===== config.mk =====
export PLATFORM = sky130hd
export DESIGN_NAME = ddr2_frame_sched_flat
export DESIGN_NICKNAME = d
export VERILOG_FILES = /design/src/rtl/ddr2_frame_sched_if.sv /design/src/rtl/ddr2_frame_sched.sv /design/src/flat_wrapper.sv
export SDC_FILE = /design/constraint.sdc
export NUM_CORES = 1
export LEC_CHECK = 0
export BUFFER_PORTS_ARGS = -buffer_cell sky130_fd_sc_hd__buf_2
export CELL_PAD_IN_SITES_DETAIL_PLACEMENT = 1
export CELL_PAD_IN_SITES_GLOBAL_PLACEMENT = 1
export CORE_ASPECT_RATIO = 0.5
export CORE_UTILIZATION = 30
export CTS_CLUSTER_SIZE = 12
export DETAILED_ROUTE_END_ITERATION = 10
export PLACE_DENSITY_LB_ADDON = 0.12
export SLEW_MARGIN = 30
export SYNTH_ARGS = -nofsm -noshare
export SYNTH_HDL_FRONTEND = slang
export SYNTH_SLANG_ARGS = --single-unit

===== constraint.sdc =====
create_clock -name clk -period 2.2 [get_ports clk]
set_input_delay 0 -clock clk [delete_from_list [all_inputs] [get_ports clk]]
set_output_delay 0 -clock clk [all_outputs]
set_load 0.005 [all_outputs]

===== src/rtl/ddr2_frame_sched_if.sv =====
// Handshake bundle between the video FIFOs / DDR2 driver and the frame scheduler.
interface ddr2_frame_sched_if;
  logic       wr_frame_start;
  logic       rd_frame_start;
  logic       wr_line_req;
  logic       rd_line_req;
  logic       drv_done;
  logic       to_ddr2_strb;
  logic       from_ddr2_strb;
  logic [1:0] buf_id;
  logic [9:0] line_addr;
  logic       wr_line_ack;
  logic       rd_line_ack;
  logic       busy;
  logic       err_timeout;
  logic       err_ovr;

  modport master (
    output wr_frame_start, rd_frame_start, wr_line_req, rd_line_req, drv_done,
    input  to_ddr2_strb, from_ddr2_strb, buf_id, line_addr,
    input  wr_line_ack, rd_line_ack, busy, err_timeout, err_ovr
  );

  modport slave (
    input  wr_frame_start, rd_frame_start, wr_line_req, rd_line_req, drv_done,
    output to_ddr2_strb, from_ddr2_strb, buf_id, line_addr,
    output wr_line_ack, rd_line_ack, busy, err_timeout, err_ovr
  );
endinterface


===== src/rtl/ddr2_frame_sched.sv =====
// Round-robin line scheduler for the DDR2 driver with triple-buffer frame rotation.
module ddr2_frame_sched #(
  parameter int LINES_PER_FRAME = 64,
  parameter int TIMEOUT         = 1023
) (
  input  logic              clk,
  input  logic              rst_n,
  ddr2_frame_sched_if.slave bus
);
  localparam logic [9:0] LPF = 10'(LINES_PER_FRAME);
  localparam int TW = (TIMEOUT < 2) ? 1 : $clog2(TIMEOUT + 1);
  localparam logic [TW-1:0] TMO_LAST = TW'(TIMEOUT - 1);

  typedef enum logic [1:0] {IDLE, GRANT, BUSY, RECOVER} state_t;
  typedef enum logic {LG_WR, LG_RD} side_t;

  state_t state, state_n;
  side_t  last_grant;
  logic [1:0] wr_buf, rd_buf, done_buf;
  logic [1:0] wr_buf_n, rd_buf_n, done_buf_n;
  logic       new_frame, new_frame_n;
  logic [9:0] wr_cnt, rd_cnt;
  logic [TW-1:0] tmo_cnt;
  logic stale;
  logic wr_elig, rd_elig, go, pick_wr, done_hit, tmo_hit, ovr_hit;
  logic stale_side_fs, wr_inc, rd_inc;

  assign wr_elig = bus.wr_line_req && (wr_cnt < LPF);
  assign rd_elig = bus.rd_line_req && (rd_cnt < LPF);
  assign ovr_hit = (state == IDLE) &&
                   ((bus.wr_line_req && wr_cnt == LPF) || (bus.rd_line_req && rd_cnt == LPF));

  always_comb begin
    state_n  = state;
    go       = 1'b0;
    pick_wr  = 1'b0;
    done_hit = 1'b0;
    tmo_hit  = 1'b0;
    case (state)
      IDLE: if (wr_elig || rd_elig) begin
        go      = 1'b1;
        pick_wr = wr_elig && (!rd_elig || last_grant == LG_RD);
        state_n = GRANT;
      end
      GRANT: state_n = BUSY;
      BUSY: if (bus.drv_done) begin
        done_hit = 1'b1;
        state_n  = RECOVER;
      end else if (tmo_cnt == TMO_LAST) begin
        tmo_hit = 1'b1;
        state_n = RECOVER;
      end
      RECOVER: state_n = IDLE;
      default: state_n = IDLE;
    endcase
  end

  // Write swap resolves first so a same-cycle read swap sees the fresh frame.
  always_comb begin
    wr_buf_n    = wr_buf;
    rd_buf_n    = rd_buf;
    done_buf_n  = done_buf;
    new_frame_n = new_frame;
    if (bus.wr_frame_start && wr_cnt == LPF) begin
      wr_buf_n    = done_buf;
      done_buf_n  = wr_buf;
      new_frame_n = 1'b1;
    end
    if (bus.rd_frame_start && new_frame_n) begin
      rd_buf_n    = done_buf_n;
      done_buf_n  = rd_buf;
      new_frame_n = 1'b0;
    end
  end

  // A frame start on the op's own side orphans it: completion must not count.
  assign stale_side_fs = (last_grant == LG_WR) ? bus.wr_frame_start : bus.rd_frame_start;
  assign wr_inc = done_hit && last_grant == LG_WR && !stale && wr_cnt < LPF;
  assign rd_inc = done_hit && last_grant == LG_RD && !stale && rd_cnt < LPF;

  always_ff @(posedge clk or negedge rst_n) begin
    if (!rst_n) state <= IDLE;
    else        state <= state_n;
  end

  always_ff @(posedge clk or negedge rst_n) begin
    if (!rst_n) begin
      last_grant         <= LG_WR;
      wr_buf             <= 2'd0;
      rd_buf             <= 2'd1;
      done_buf           <= 2'd2;
      new_frame          <= 1'b0;
      wr_cnt             <= '0;
      rd_cnt             <= '0;
      tmo_cnt            <= '0;
      stale              <= 1'b0;
      bus.to_ddr2_strb   <= 1'b0;
      bus.from_ddr2_strb <= 1'b0;
      bus.buf_id         <= '0;
      bus.line_addr      <= '0;
      bus.wr_line_ack    <= 1'b0;
      bus.rd_line_ack    <= 1'b0;
      bus.busy           <= 1'b0;
      bus.err_timeout    <= 1'b0;
      bus.err_ovr        <= 1'b0;
    end else begin
      wr_buf    <= wr_buf_n;
      rd_buf    <= rd_buf_n;
      done_buf  <= done_buf_n;
      new_frame <= new_frame_n;

      if (bus.wr_frame_start) wr_cnt <= '0;
      else if (wr_inc)        wr_cnt <= wr_cnt + 10'd1;
      if (bus.rd_frame_start) rd_cnt <= '0;
      else if (rd_inc)        rd_cnt <= rd_cnt + 10'd1;

      if (state == IDLE)  stale <= go && (pick_wr ? bus.wr_frame_start : bus.rd_frame_start);
      else if (stale_side_fs) stale <= 1'b1;

      if (state == GRANT)     tmo_cnt <= '0;
      else if (state == BUSY) tmo_cnt <= tmo_cnt + 1'b1;

      if (go) begin
        last_grant    <= pick_wr ? LG_WR : LG_RD;
        bus.buf_id    <= pick_wr ? wr_buf : rd_buf;
        bus.line_addr <= pick_wr ? wr_cnt : rd_cnt;
      end

      bus.to_ddr2_strb   <= go && pick_wr;
      bus.from_ddr2_strb <= go && !pick_wr;
      bus.wr_line_ack    <= done_hit && last_grant == LG_WR;
      bus.rd_line_ack    <= done_hit && last_grant == LG_RD;
      bus.busy           <= (state_n != IDLE);
      bus.err_timeout    <= bus.err_timeout | tmo_hit;
      bus.err_ovr        <= bus.err_ovr | ovr_hit;
    end
  end
endmodule

===== src/flat_wrapper.sv =====
// flat-port wrapper written by rule: the top's interface ports become plain ports
module ddr2_frame_sched_flat 
#(
  parameter int LINES_PER_FRAME = 64,
  parameter int TIMEOUT         = 1023
)
  (clk, rst_n, bus_wr_frame_start, bus_rd_frame_start, bus_wr_line_req, bus_rd_line_req, bus_drv_done, bus_to_ddr2_strb, bus_from_ddr2_strb, bus_buf_id, bus_line_addr, bus_wr_line_ack, bus_rd_line_ack, bus_busy, bus_err_timeout, bus_err_ovr);
  ddr2_frame_sched_if bus_i ();
  input  logic clk;
  input  logic rst_n;
  input wire logic [$bits(bus_i.wr_frame_start)-1:0] bus_wr_frame_start;
  input wire logic [$bits(bus_i.rd_frame_start)-1:0] bus_rd_frame_start;
  input wire logic [$bits(bus_i.wr_line_req)-1:0] bus_wr_line_req;
  input wire logic [$bits(bus_i.rd_line_req)-1:0] bus_rd_line_req;
  input wire logic [$bits(bus_i.drv_done)-1:0] bus_drv_done;
  output wire logic [$bits(bus_i.to_ddr2_strb)-1:0] bus_to_ddr2_strb;
  output wire logic [$bits(bus_i.from_ddr2_strb)-1:0] bus_from_ddr2_strb;
  output wire logic [$bits(bus_i.buf_id)-1:0] bus_buf_id;
  output wire logic [$bits(bus_i.line_addr)-1:0] bus_line_addr;
  output wire logic [$bits(bus_i.wr_line_ack)-1:0] bus_wr_line_ack;
  output wire logic [$bits(bus_i.rd_line_ack)-1:0] bus_rd_line_ack;
  output wire logic [$bits(bus_i.busy)-1:0] bus_busy;
  output wire logic [$bits(bus_i.err_timeout)-1:0] bus_err_timeout;
  output wire logic [$bits(bus_i.err_ovr)-1:0] bus_err_ovr;
  assign bus_i.wr_frame_start = bus_wr_frame_start;
  assign bus_i.rd_frame_start = bus_rd_frame_start;
  assign bus_i.wr_line_req = bus_wr_line_req;
  assign bus_i.rd_line_req = bus_rd_line_req;
  assign bus_i.drv_done = bus_drv_done;
  assign bus_to_ddr2_strb = bus_i.to_ddr2_strb;
  assign bus_from_ddr2_strb = bus_i.from_ddr2_strb;
  assign bus_buf_id = bus_i.buf_id;
  assign bus_line_addr = bus_i.line_addr;
  assign bus_wr_line_ack = bus_i.wr_line_ack;
  assign bus_rd_line_ack = bus_i.rd_line_ack;
  assign bus_busy = bus_i.busy;
  assign bus_err_timeout = bus_i.err_timeout;
  assign bus_err_ovr = bus_i.err_ovr;
  ddr2_frame_sched #(.LINES_PER_FRAME(LINES_PER_FRAME), .TIMEOUT(TIMEOUT)) u_core (.clk(clk), .rst_n(rst_n), .bus(bus_i));
endmodule

==> run_results.csv, run 1 <==
group,metric,value,unit
power,leakagePower,1.67,nW
clocking,cts_sinks,60,
grt,grt_use_total,0.161,
synth,synth_edf_count,0,
clocking,numCtsBuffers,9,
grt,use_met1,0.219,
worst_setup_path,crit_buf_inv,2,
place,portBuffers,25,
power,pwr_density_cell,1080,nW/um2
run,maxCapViolCount,0,
synth,synth_top_cells_by_count,"dfrtp_1, nor2_1, nor2b_1, nand3_1, o21ai_0",
place,placed_cell_area,3210,um2
grt,grt_busiest_layer,"met2",
worst_setup_path,crit_arrival,2.20,ns
clocking,cts_tree,"done",
worst_setup_path,worstPathRequired,2.40,ns
floorplan,core,9040,um2
timing,clock_skew,0.00927,ns
worst_setup_path,r2r-end,"u_core.rd_buf[1]",
synth,syn_area_per_cell,10.3,um2
grt,grt_pass1_vias,2394,
timing,rsz0062_at_grt,"false",
floorplan,io_pins,26,
detailed_routing,via_per_inst,4.98,
synth,synth-main-ff-cell,"dfrtp_1",
worst_setup_path,cp-end-kind,"flip-flop",
floorplan,die_h,71.6,um
worst_setup_path,path_cells,"inv_1 -> ha_1 -> nor4b_2 -> and4_2 -> buf_4 -> o21ai_1 -> a211o_1",
min_path,worstHoldPathCells,2,
clocking,cts_htree_levels,3,
detailed_routing,totalWireLength,7180,um
min_path,holdPathEnd,"u_core.wr_cnt[2]",
floorplan,design.die.area,10100,um2
clocking,clk_latency,0.33,ns
synth,synthDominantCellAreaShare,0.500,
grt,overflow,0,
timing,slew_headroom,0.613,
clocking,clockRootBuffer,"clkbuf_16",
worst_setup_path,crit_path_max_fanout,9,
synth,synthArstFlopShare,1.00,
floorplan,rows,24,
worst_setup_path,crit_path_top_delay_cell,"dfrtp_1",
worst_setup_path,max_stage_delay,0.42,ns
timing,finalHoldViolations,0,
min_path,min_from,"bus_wr_frame_start",
layout,diodes,0,
timing,max_freq,0.500,GHz
layout,area_growth,21.3,%
grt,antenna_found_initial,0,
synth,syn_nets,297,
power,peakVddDrop,0.000419,V
timing,period_share,0.909,
floorplan,start_util,0.321,
synth,syn_area,2910,um2
timing,finalSetupViolations,0,
synth,synth.ff_latch_count,60,
synth,synth_area_leaders,"dfrtp_1, nor2_1, ha_1, nor2b_1, nand3_1",
grt,grt_max_degree,27,
worst_setup_path,critPathTopFamily,"simple AND/OR/NAND/NOR gates",
synth,synthDistinctLibCells,50,
worst_setup_path,r2r_cells,7,
timing,period_minus_slack,2.00,ns
worst_setup_path,worstSetupPathType,"reg -> reg",
layout,layout.nets,332,
grt,grtUsageMet3,0.0468,
timing,maxSlewViolCount,0,
timing,finalSetupTns,0,ns
min_path,worstHoldPathType,"in -> reg",
detailed_routing,first_iter_violations,87,
grt,grt_use_met2,0.250,
place,dp_hpwl,5190,um
timing,hold_ws,0.0246,ns
synth,yosysMostFrequentCell,"dfrtp_1",
layout,drive_gt1_frac,0.203,
synth,yosys.area.top_type,"dfrtp_1",
clocking,clk_pin_slew,0.06,ns
worst_setup_path,critPathLaunchType,"flip-flop",
clocking,cts_buffer_depth,2,
detailed_routing,detail-route-antenna-nets,0,
synth,seq_area_frac_synth,0.518,
synth,netlist_instances,281,
place,routabilityCongestion,0.814,
worst_setup_path,r2r-start,"u_core.wr_cnt[0]",
synth,yosysWarnings,0,
detailed_routing,num_vias,2242,
place,placedCellCount,433,
detailed_routing,dr.pass1.iters,4,
timing,worst_pin_slew,0.581,ns
detailed_routing,drc,0,
worst_setup_path,r2r_slack,0.20,ns
grt,grt_pass1_wl,12400,um
layout,fin_area,3520,um2
detailed_routing,routedWlPerCell,15.9,um
outcome,status,"completed",
floorplan,chipWidth,141,um
clocking,cts_setup_buffers,0,
layout,stdcell_count,450,
## worst max path at each step
stage | startpoint | end | slack (ns) | cells after the start
after floorplan | u_core.state[0] | u_core.rd_cnt[5] | 0.35 | 7
after global placement | u_core.wr_cnt[0] | u_core.rd_buf[1] | 0.27 | 7
after detailed placement | u_core.wr_cnt[0] | u_core.rd_buf[1] | 0.14 | 7
after CTS | u_core.wr_cnt[0] | u_core.rd_buf[1] | 0.12 | 7
after global routing | u_core.wr_cnt[0] | u_core.rd_buf[1] | 0.07 | 7
final | u_core.wr_cnt[0] | u_core.rd_buf[1] | 0.20 | 7
## power breakdown
| group | leakage [nW] | internal (W) | total (W) | switching [W] |
|---|---|---|---|---|
| clock network | 0.144 | 0.000894 | 0.00139 | 0.000493 |
| registers | 0.793 | 0.00130 | 0.00145 | 0.000154 |
| logic | 0.732 | 0.000381 | 0.000950 | 0.000570 |
| total | 1.67 | 0.00257 | 0.00379 | 0.00122 |
## through the flow
step	setup slack (ns)	total power, W	utilization
after global routing	0.0706	0.00404	0.390
after global placement	0.269	0.00239	0.355
after CTS	0.115	0.00384	0.390
after detailed placement	0.142	0.00243	0.355
after floorplan	0.351	0.00205	-
final	0.199	0.00379	0.390
## worst register-to-register path: cells and delay by family, from the launching register on
kind	cells	cell delay [ns]
AOI/OAI and AO/OA	2	0.40
buffers and inverters	2	0.29
DFF	1	0.42
adders and majority gates	1	0.16
and+or+nand+nor	2	0.61
## layout by cell type (no fill, tap or decap), types with 5 or more instances in the layout
cell type   n
dfrtp_1    58
nor2_1     35
buf_2      25
nor2b_1    18
nand3_1    17
o21ai_0    16
inv_1      10
nand4_1    10
nand2_1    10
a31oi_1    10
ha_1        9
clkbuf_16   9
and3_1      7
buf_4       7
mux2_2      6
xor2_1      6
or3_1       5
## sequential cells by signal (all words and copies together) (netlist names), 2 cells and up
register	count
u_core.tmo_cnt	10
u_core.rd_buf	2
u_core.wr_buf	2
u_core.done_buf	2
u_core.state	2
u_core.wr_cnt	10
u_core.bus.line_addr	10
u_core.bus.buf_id	2
u_core.rd_cnt	10
## timing repair
action,CTS,global route
hold buffers,2,0
gates resized for setup,0,1
endpoints found under the hold margin,21,0
setup endpoints to repair,0,1
## kinds of logic after synthesis
| logic type | synth area share |
|---|---|
| AOI/OAI and AO/OA | 0.113 |
| muxes | 0.0336 |
| and+or+nand+nor | 0.235 |
| buffers and inverters | 0.0319 |
| DFF | 0.518 |
| adders and majority gates | 0.0388 |
| xor gates and xnor gates | 0.0301 |
## layout make-up
class,count,area [um2]
multi-input combinational,200,1310
inverter,10,37.5
clock buffer,10,239
tap,130,163
sequential,60,1500
fill,1008,5520
clock inverter,5,52.6
timing repair buffer,35,218
## per-layer routing
metal,up-vias,routed length (um)
met1,1136,3680
met4,0,61
met5,-,0
met2,31,3190
li1,1069,-
met3,6,245
(Power assumes the default switching activity.)
==> run 2, diff against run 1 <==
--- a/config.mk
+++ b/config.mk
@@ -9,11 +9,14 @@
 export CELL_PAD_IN_SITES_DETAIL_PLACEMENT = 1
 export CELL_PAD_IN_SITES_GLOBAL_PLACEMENT = 1
 export CORE_ASPECT_RATIO = 0.5
+export CORE_MARGIN = 8
 export CORE_UTILIZATION = 30
 export CTS_CLUSTER_SIZE = 12
 export DETAILED_ROUTE_END_ITERATION = 10
+export HOLD_SLACK_MARGIN = 0.05
 export PLACE_DENSITY_LB_ADDON = 0.12
 export SLEW_MARGIN = 30
 export SYNTH_ARGS = -nofsm -noshare
 export SYNTH_HDL_FRONTEND = slang
 export SYNTH_SLANG_ARGS = --single-unit
+export TNS_END_PERCENT = 1
==> run 2 against run 1 <==
Effect of this change:
- sequential cell count is the same
- design area up 0.25%
- worst hold slack better by 0.078 ns
- die area grew 31%
- sequential power about the same
- combinational power grew 3.7%
- setup slack better by 0.034 ns
- non-clock buffer count up 2
- first-iteration DRC count increased by 8.0%
- clock power is 6% lower
- sequential share of layout area is 0.11 points lower
- largest cell class unchanged
- highest routed layer unchanged
==> run_results.csv, run 2 (synthesis gave the netlist of run 1 again) <==
group,metric,value,unit
outcome,status,"completed",
power,peakVddDrop,0.000385,V
clocking,cts_sinks,60,
detailed_routing,num_vias,2210,
floorplan,chipWidth,155,um
timing,period_share,0.894,
timing,finalSetupViolations,0,
grt,overflow,0,
floorplan,io_pins,26,
timing,worst_slack,0.234,ns
clocking,cts_setup_buffers,0,
clocking,numCtsBuffers,9,
grt,grt_pass1_wl,12600,um
grt,grt_pass1_vias,2391,
worst_setup_path,worstPathRequired,2.41,ns
power,p_int,0.00254,W
layout,final.fill_count,1050,
timing,worst_pin_slew,0.697,ns
detailed_routing,dr.pass1.iters,4,
timing,maxSlewViolCount,0,
power,switchingPower,0.00119,W
floorplan,rows,25,
clocking,clk_pin_slew,0.05,ns
layout,mostFrequentLayoutCells,"dfrtp_1, nor2_1, buf_2",
timing,clock_skew,0.00703,ns
clocking,clockRootBuffer,"clkbuf_16",
power,power.share.clock,0.348,
layout,final_common_cell,"dfrtp_1",
detailed_routing,m1WireLength,3640,um
layout,multiInputGateArea,1310,um2
clocking,cts_htree_levels,3,
power,combPwrFrac,0.264,
detailed_routing,dr_wl_met3,248,um
timing,slew_headroom,0.535,
worst_setup_path,critPathLaunchType,"flip-flop",
timing,hold_ws,0.103,ns
layout,ff_latch_area,1500,um2
layout,layout.nets,334,
place,dp_hpwl,5470,um
detailed_routing,via_per_inst,4.85,
timing,finalSetupTns,0,ns
clocking,clk_latency,0.33,ns
worst_setup_path,worstSetupPathType,"reg -> reg",
power,switching_share,0.320,
worst_setup_path,crit_arrival,2.18,ns
floorplan,core,9420,um2
detailed_routing,detail-route-antenna-nets,0,
power,leakagePower,1.67,nW
min_path,worstHoldPathType,"in -> reg",
place,portBuffers,25,
floorplan,start_util,0.309,
power,p_seq_frac,0.388,
grt,antenna_found_initial,0,
floorplan,die_h,85.6,um
power,total_power,0.00373,W
layout,drive_gt1_frac,0.202,
detailed_routing,first_iter_violations,94,
floorplan,design.die.area,13300,um2
worst_setup_path,crit_path_max_fanout,9,
detailed_routing,totalWireLength,7350,um
grt,grt_max_degree,34,
layout,diodes,0,
place,routabilityCongestion,0.758,
detailed_routing,drc,0,
layout,fin_area,3530,um2
timing,finalHoldViolations,0,
clocking,cts_buffer_depth,2,
timing,period_minus_slack,1.97,ns
worst_setup_path,cp-end-kind,"flip-flop",
detailed_routing,met2_length,3390,um
power,pwr_density_cell,1060,nW/um2
place,post-place-ws,0.189,ns
detailed_routing,topRoutingLayerUsed,"met4",
timing,rsz0062_at_grt,"false",
grt,grt_use_total,0.121,
detailed_routing,routedWlPerCell,16.1,um
timing,max_freq,0.509,GHz
clocking,cts_tree,"done",
layout,area_growth,21.6,%
place,placed_cell_area,3220,um2
run,maxCapViolCount,0,
[run 2: cell count changes in the layout (fill, tap and decap cells not counted)]
| cell | previous run | this run |
|---|---|---|
| and3b_1 | 2 | 1 |
| clkinv_2 | 3 | 2 |
| and4_2 | 1 | 0 |
| clkinvlp_4 | 1 | 0 |
| and3b_2 | 0 | 1 |
| buf_4 | 7 | 8 |
| clkbuf_8 | 1 | 3 |
| dlygate4sd3_1 | 2 | 3 |
| and4_1 | 1 | 2 |
| bufinv_16 | 1 | 0 |
[run 2: stage by stage]
step	util	cells
2_1_floorplan	-	281
3_3_place_gp	0.342	439
3_5_place_dp	0.342	439
4_1_cts	0.375	456
5_1_grt	0.375	456
6_report	0.375	456
[run 2: what timing repair did]
item,4_1_cts,5_1_grt
hold buffers,3,0
endpoints found under the hold margin,37,0
endpoints found under the setup margin,0,1
resized for setup,0,1
[run 2: final cells by class]
type / instances / share of cell area
Sequential cell: 60 / 0.426
Multi-Input combinational cell: 200 / 0.371
Clock buffer: 12 / 0.0755
Timing Repair Buffer: 37 / 0.0666
Tap cell: 135 / 0.0478
Inverter: 10 / 0.0106
Clock inverter: 2 / 0.00283
[run 2: worst max-delay path, stage by stage (launching register included)]
cell	delay (ns)
dfrtp_1	0.40
inv_1	0.10
ha_1	0.14
nor4b_2	0.23
and4_1	0.42
mux2_2	0.37
o211a_1	0.20
[run 2: final timing paths]
| kind | start | end | slack [ns] | depth (start not counted) |
|---|---|---|---|---|
| setup / recovery | u_core.wr_cnt[0] | u_core.done_buf[0] | 0.23 | 6 |
| min in group asynchronous | rst_n | u_core.tmo_cnt[8] | 0.25 | 2 |
| hold reg to reg | u_core.bus.err_ovr | u_core.bus.err_ovr | 0.45 | 1 |
| setup reg to reg | u_core.wr_cnt[0] | u_core.done_buf[0] | 0.23 | 6 |
| hold / removal | bus_rd_frame_start | u_core.new_frame | 0.10 | 2 |
| max in group asynchronous | rst_n | u_core.rd_buf[0] | 1.25 | 3 |
[run 2: power groups by stage]
stage | clock, W | sequential, W | combinational (W)
final | 0.00130 | 0.00145 | 0.000985
after global routing | 0.00138 | 0.00148 | 0.00112
after CTS | 0.00134 | 0.00145 | 0.00101
after detailed placement | 0 | 0.00147 | 0.00100
after global placement | 0 | 0.00146 | 0.000968
after floorplan | 0 | 0.00143 | 0.000621
[run 2: routing by layer]
| metal | global-route usage | vias to the layer above |
|---|---|---|
| li1 | - | 1068 |
| met1 | 0.154 | 1112 |
| met2 | 0.191 | 23 |
| met3 | 0.0426 | 7 |
| met4 | 0.0341 | 0 |
| met5 | 0 | - |
